$ cat config.mk
export PLATFORM = sky130hd
export DESIGN_NAME = multicycle_ctrl
export DESIGN_NICKNAME = d
export VERILOG_FILES = /design/src/rtl/multicycle_ctrl.sv
export SDC_FILE = /design/constraint.sdc
export NUM_CORES = 1
export LEC_CHECK = 0
export ABC_AREA = 1
export CAP_MARGIN = 20
export CORE_UTILIZATION = 48
export DETAILED_ROUTE_END_ITERATION = 8
export PLACE_DENSITY = 0.77
export REMOVE_ABC_BUFFERS = 1
export SLEW_MARGIN = 20
export SYNTH_ARGS = -nofsm -noshare
export SYNTH_HDL_FRONTEND = slang
export SYNTH_SLANG_ARGS = --single-unit
$ cat constraint.sdc
create_clock -name clk -period 1.35 [get_ports clk]
set_input_delay 0.135 -clock clk [delete_from_list [all_inputs] [get_ports clk]]
set_output_delay 0.135 -clock clk [all_outputs]
set_load 0.1 [all_outputs]
$ cat src/rtl/multicycle_ctrl.sv
// Multi-cycle CPU control FSM: sequences fetch/decode/execute/memory/writeback,
// bounds data-memory waits with a timeout trap and counts retired instructions.
module multicycle_ctrl #(
  parameter int CNT_WIDTH   = 32,
  parameter int MEM_TIMEOUT = 255
) (
  input  logic                 clk,
  input  logic                 rst_n,
  input  logic                 start,
  output logic                 imem_req,
  input  logic                 imem_ack,
  output logic                 ir_we,
  input  logic                 regWrite,
  input  logic                 MemRead,
  input  logic                 MemWrite,
  input  logic                 BranchSig,
  input  logic                 Jump,
  input  logic                 SYSTEM,
  input  logic                 branch_taken,
  output logic                 dmem_req,
  output logic                 dmem_we,
  input  logic                 dmem_ack,
  output logic                 rf_we,
  output logic                 pc_we,
  output logic                 pc_sel,
  output logic                 trap,
  output logic                 halted,
  output logic [2:0]           state,
  output logic [CNT_WIDTH-1:0] retired
);

  typedef enum logic [2:0] {
    S_IDLE   = 3'd0,
    S_FETCH  = 3'd1,
    S_DECODE = 3'd2,
    S_EXEC   = 3'd3,
    S_MEM    = 3'd4,
    S_WB     = 3'd5,
    S_TRAP   = 3'd6,
    S_UNUSED = 3'd7
  } state_t;

  // The wait counter reaches MEM_TIMEOUT on the cycle it would increment past this value.
  localparam logic [15:0] TIMEOUT_LAST = 16'(MEM_TIMEOUT - 1);
  localparam logic [CNT_WIDTH-1:0] RETIRE_ONE = {{(CNT_WIDTH-1){1'b0}}, 1'b1};

  state_t               state_r;
  state_t               state_next_s;
  logic [15:0]          wait_cnt_r;
  logic [CNT_WIDTH-1:0] retired_r;
  logic                 halted_r;

  // State register
  always_ff @(posedge clk or negedge rst_n) begin
    if (!rst_n) begin
      state_r <= S_IDLE;
    end else begin
      state_r <= state_next_s;
    end
  end

  // Next-state and control-strobe decode
  always_comb begin
    state_next_s = state_r;
    imem_req     = 1'b0;
    ir_we        = 1'b0;
    dmem_req     = 1'b0;
    dmem_we      = 1'b0;
    rf_we        = 1'b0;
    pc_we        = 1'b0;
    pc_sel       = 1'b0;
    trap         = 1'b0;
    case (state_r)
      S_IDLE: begin
        if (start) begin
          state_next_s = S_FETCH;
        end else begin
          state_next_s = S_IDLE;
        end
      end
      S_FETCH: begin
        imem_req = 1'b1;
        if (imem_ack) begin
          ir_we        = 1'b1;
          state_next_s = S_DECODE;
        end else begin
          state_next_s = S_FETCH;
        end
      end
      S_DECODE: begin
        if (SYSTEM) begin
          state_next_s = S_TRAP;
        end else begin
          state_next_s = S_EXEC;
        end
      end
      S_EXEC: begin
        if (MemRead || MemWrite) begin
          state_next_s = S_MEM;
        end else begin
          state_next_s = S_WB;
        end
      end
      S_MEM: begin
        dmem_req = 1'b1;
        dmem_we  = MemWrite;
        // A late ack still completes the access even on the timeout cycle.
        if (dmem_ack) begin
          state_next_s = S_WB;
        end else if (wait_cnt_r >= TIMEOUT_LAST) begin
          state_next_s = S_TRAP;
        end else begin
          state_next_s = S_MEM;
        end
      end
      S_WB: begin
        rf_we        = regWrite;
        pc_we        = 1'b1;
        pc_sel       = Jump | (BranchSig & branch_taken);
        state_next_s = S_FETCH;
      end
      S_TRAP: begin
        trap         = 1'b1;
        state_next_s = S_TRAP;
      end
      S_UNUSED: begin
        state_next_s = S_TRAP;
      end
      default: begin
        state_next_s = S_TRAP;
      end
    endcase
  end

  // Data-memory wait counter, cleared outside MEM so every access starts at zero
  always_ff @(posedge clk or negedge rst_n) begin
    if (!rst_n) begin
      wait_cnt_r <= 16'd0;
    end else if ((state_r == S_MEM) && !dmem_ack) begin
      wait_cnt_r <= wait_cnt_r + 16'd1;
    end else begin
      wait_cnt_r <= 16'd0;
    end
  end

  // Retired-instruction counter, wraps silently
  always_ff @(posedge clk or negedge rst_n) begin
    if (!rst_n) begin
      retired_r <= {CNT_WIDTH{1'b0}};
    end else if (state_r == S_WB) begin
      retired_r <= retired_r + RETIRE_ONE;
    end else begin
      retired_r <= retired_r;
    end
  end

  // Sticky halt flag, raised together with the entry into TRAP
  always_ff @(posedge clk or negedge rst_n) begin
    if (!rst_n) begin
      halted_r <= 1'b0;
    end else if (state_next_s == S_TRAP) begin
      halted_r <= 1'b1;
    end else begin
      halted_r <= halted_r;
    end
  end

  assign state   = state_r;
  assign retired = retired_r;
  assign halted  = halted_r;

endmodule

# Yosys cells after proc, flatten, opt, wreduce, memory -nomap -nowiden
# Cells that the tools add are included.
# totals
regBits	52
in_bits	12
output_inout_bits	44
word_cells	39
# classes
n_reduce_logical	5
n_addsub	2
order_cmp	1
eq_ne	8
n_bitwise	2
n_mux	17
# ops
op	count
adder 32 x 1 -> 32 bit, second input constant	1
case mux 3 bit (7 select lines)	1
adder 16 x 1 -> 16 bit, second input constant	1
>= comparator 16 x 8 -> 1 bit, second input constant	1
2-to-1 mux 16 bit	1
equality test 3 bit, second input constant	5
2-to-1 mux 1 bit	11
equality test 3 x 2 -> 1 bit, second input constant	2
2-to-1 mux 2 bit	3
equality test 3 x 1 -> 1 bit, second input constant	1
zero test 3 bit	1
2-to-1 mux 3 bit	1
OR reduction 2 bit	1
bitwise AND 1 bit	1
logical AND 1 bit	1
zero test 1 bit	1
logical OR 1 bit	1
OR 1 bit	1

# Logic depth before layout (Yosys ltp)
# logic_depth
depth_word	5
ltp_mapped	9
depth_no_buf	9

# Worst setup path before layout
# No wires, ideal clock.
# synth_timing
path_type	flip-flop to output port
from	reg state_r[0], in the netlist state[0]
to	out ir_we
path_stages_with_launch	6
setup_slack_ps	-3061
arrival_ps	4276
t_required_ps	1215
path_buffers	1
path_cell_list	dfrtp_1 buf_2 inv_2 nor3_1 nand2_1 inv_1
# synth_via
elab_chain_cells	2
# synth_rtl
element	line_no	rtl
start: declaration	47	state_t state_r;
start signal: assignment	58	state_r <= state_next_s;
equality test 3 x 1 -> 1 bit	73	case (state_r)
2-to-1 mux 1 bit	73	
end: declaration	12	output logic ir_we,
# No other way between the ends.

# Worst setup path in the final report
# layout_timing
from	reg retired_r[26], in the netlist retired[26]
to	reg retired_r[28], in the netlist retired[28]
# layout_via
elab_chain_cells	1
# layout_rtl
element	line_no	rtl
start: declaration	50	logic [CNT_WIDTH-1:0] retired_r;
start signal: assignment	149	retired_r <= {CNT_WIDTH{1'b0}};
start signal: assignment	151	retired_r <= retired_r + RETIRE_ONE;
start signal: assignment	153	retired_r <= retired_r;
adder 32 x 1 -> 32 bit	151	
# No other way between the ends.
# A chain may end at the register's enable or synchronous reset.

==> out/results.txt <==
status = complete, but fails checks
failing checks = negative setup slack
Compound-Gate Fraction of Synth Area = 3.437%
Worst slew margin = 69.66%
RSZ-0062 raised after global routing = yes
vias per cell = 6.802
Final #Nets = 596
Final WS setup = -0.5832 ns
Setup Skew = 0.02734 ns
M1 wire length = 5.636 mm
slowest stage cell, crit path = dfrtp_2
slowest stage delay, CP = 0.48 ns
achievable frequency = 0.5173 GHz
max layer used = met4
CTS root buffer = clkbuf_8
first-pass GRT wire length = 17.11 mm
die width = 81.82 um
Seq/Total Area, Yosys = 42.55%
largest net degree at the start of global routing = 26
Synth cell types = 28
Total GRT Usage = 34.67%
cell row count = 28
Post-synth EDFFs = 0
initial antenna violation count = 0
Setup violations, final = 73
crit start category = register
clock sinks = 52
fraction of registers with async set/reset = 100.0%
Area Overhead vs Synth = 88.95%
IO Port Bufs = 55
CP top delay family = simple AND/OR/NAND/NOR gates
core area = 6026 um2
IO Pins = 56
placed cell areas = 4589 um2
end of the worst register-to-register path = retired[28]$_DFFE_PN0P_
Clock Path Buffers = 2
cell area after layout = 5778 um2
final antenna-violating net count = 0
Final Cycle Share = 143.2%
Main synth FF type = dfrtp_1
flop2flop setup slack = -0.58 ns
simple-gate portion of the synthesized area = 40.43%
R2R depth = 10
WL met3 = 2.494 mm
htree depth = 2
CTS Buf Count = 5
Die Area = 6694 um2
PD cells = 1347 nW/um2
per-cell routed wire length = 27.29 um
Initial DRT Pass Iterations = 7
critical path capture point type = register
DR WL met2 = 7.737 mm
fin. max-slew vios = 0
arrival time worst endpoint = 2.18 ns
CTS tree = yes
GPL Wtd Cong = 0.9024
vias in the first global route = 3,487
GRT overflow = 0
Worst Setup EP = retired[28]$_DFFE_PN0P_
Initial Util = 50.75%
DRC = 0
critical-path cell list = buf_6 > nand2_1 > nor2_1 > nand2_1 > nor2_1 > nand2_1 > nand2_1 > nand2_1 > nand2_1 > nand2_1
hpwl dp = 6.224 mm
syn_area_per_cell = 7.298 um2
CP max FO = 6
peak supply drop = 1.831 mV
crit path time final = 1.933 ns
fraction of layout cells with a size suffix above 1 = 50.17%
Buf/Inv on CP = 1
Worst Setup SP = retired[26]$_DFFE_PN0P_
Post-Syn Instances = 419
worst skew pair latency = 0.37 ns
Post-Synth Adder-Cell Area = 1.227%
Layout fillers = 130
post-synthesis mux area share = 0%
1st-iter DRT viols = 630
Reg2Reg Launch Point = retired[26]$_DFFE_PN0P_
Crit Path Class = reg2reg
Worst Hold Class = in2async
chip height = 81.82 um
largest family of logic cells by synthesized area = simple AND/OR/NAND/NOR gates
clock slew at reported path FFs = 0.13 ns
Total Wirelength = 17.93 mm
Max Cap Violations = 0
final hold violation count = 0
via count = 4,469
area share of xor/xnor cells in the synthesized design = 6.547%
Yosys reg bits = 52
# diodes = 0
yosys warns = 0
leakage = 2.686 nW
Worst-Margin Slew = 0.4551 ns
Worst path depth = 10
Most common cell on crit path = nand2_1
synthesized area = 3058 um2
hold slack = 0.2502 ns
Crit path required time = 1.60 ns
stage by stage:
stage                     power, mW  setup TNS (ns)  util, %  setup WS, ns  cells
after floorplan               3.657          -55.40        -        -2.956    416
after detailed placement      5.119          -1.198    76.16       -0.1199    605
after global routing          7.921          -19.01    95.89       -0.7793    657
final                         7.783          -17.07    95.89       -0.5832    657
after global placement        5.062         -0.2514    76.16      -0.04949    605
after CTS                     6.857          -5.045    84.53       -0.2123    627
metal layers:
layer,up-vias,track usage (%)
li1,1623,-
met3,251,7.111
met4,0,19.65
met5,-,0
met1,2046,41.87
met2,549,57.36
Yosys cell counts (4+ instances only):
cell,n,area (um2)
nand3b_1,5,37.54
nand2_1,151,566.8
inv_2,5,18.77
inv_1,37,138.9
nor2_1,66,247.7
a21oi_1,11,55.05
nand4_1,4,25.02
dfrtp_1,52,1301
nor2_2,6,37.54
xnor2_1,8,70.07
nand3_1,20,100.1
xor2_1,13,113.9
nor3_1,7,35.03
nor2_4,5,56.30
o21ai_1,7,35.03
timing repair:
action | CTS | global route
hold buffers | 1 | 0
cloned | 1 | 0
resized for setup | 68 | 118
setup endpoints to repair | 38 | 56
endpoints found under the hold margin | 14 | 0
pin swaps | 20 | 35
setup buffers | 12 | 30
power breakdown:
group	internal, mW	total, mW	switching [mW]
combinational	1.84	4.67	2.83
sequential	1.68	1.84	0.166
clock	0.609	1.27	0.663
total	4.13	7.78	3.65
final cells by class:
type                            count  area, um2  share of cell area [%]
Tap cell                           75      93.84                   1.624
Sequential cell                    52       1306                   22.61
Clock inverter                      2      38.79                  0.6713
Clock buffer                        6      82.58                   1.429
Timing Repair Buffer              158       1924                   33.30
Inverter                           43      183.9                   3.183
Multi-Input combinational cell    321       2148                   37.18
placed cells by master (no fill, tap or decap), types with 10 or more instances in the layout:
master           Yosys  layout
inv_1               37      34
clkdlybuf4s50_1      0      10
nor2_4               5      30
buf_12               0      49
buf_4                1      74
nor2_2               6      22
xor2_1              13      12
nand2_2              3      26
dfrtp_1             52      48
nor2_1              66      25
nand3_1             20      16
buf_6                0      22
nand2_1            151     119
worst register-to-register path, stage by stage, from the launching register on:
cell	delay (ns)
dfrtp_2	0.48
buf_6	0.13
nand2_1	0.17
nor2_1	0.26
nand2_1	0.12
nor2_1	0.23
nand2_1	0.12
nand2_1	0.10
nand2_1	0.08
nand2_1	0.08
nand2_1	0.07
sequential cells by signal, indices dropped and copies added (netlist names):
signal,cells
retired,32
wait_cnt_r,16
state,3
halted,1
logic make-up after synthesis:
logic type,Yosys count
buffers and inverters,46
flip-flops,52
XOR/XNOR,22
adder cells (fa/ha/maj),3
AO/OA/AOI/OAI,21
AND/OR/NAND/NOR,275
how the worst min path moves through the flow:
stage	end	slack (ns)	depth (start not counted)
final	wait_cnt_r[6]$_DFF_PN0_	0.25	2
after global routing	wait_cnt_r[6]$_DFF_PN0_	0.27	2
after CTS	wait_cnt_r[6]$_DFF_PN0_	0.28	2
after detailed placement	wait_cnt_r[5]$_DFF_PN0_	0.08	1
after global placement	wait_cnt_r[5]$_DFF_PN0_	0.07	1
after floorplan	halted$_DFFE_PN0N_	-0.16	0
(Power assumes the default switching activity.)
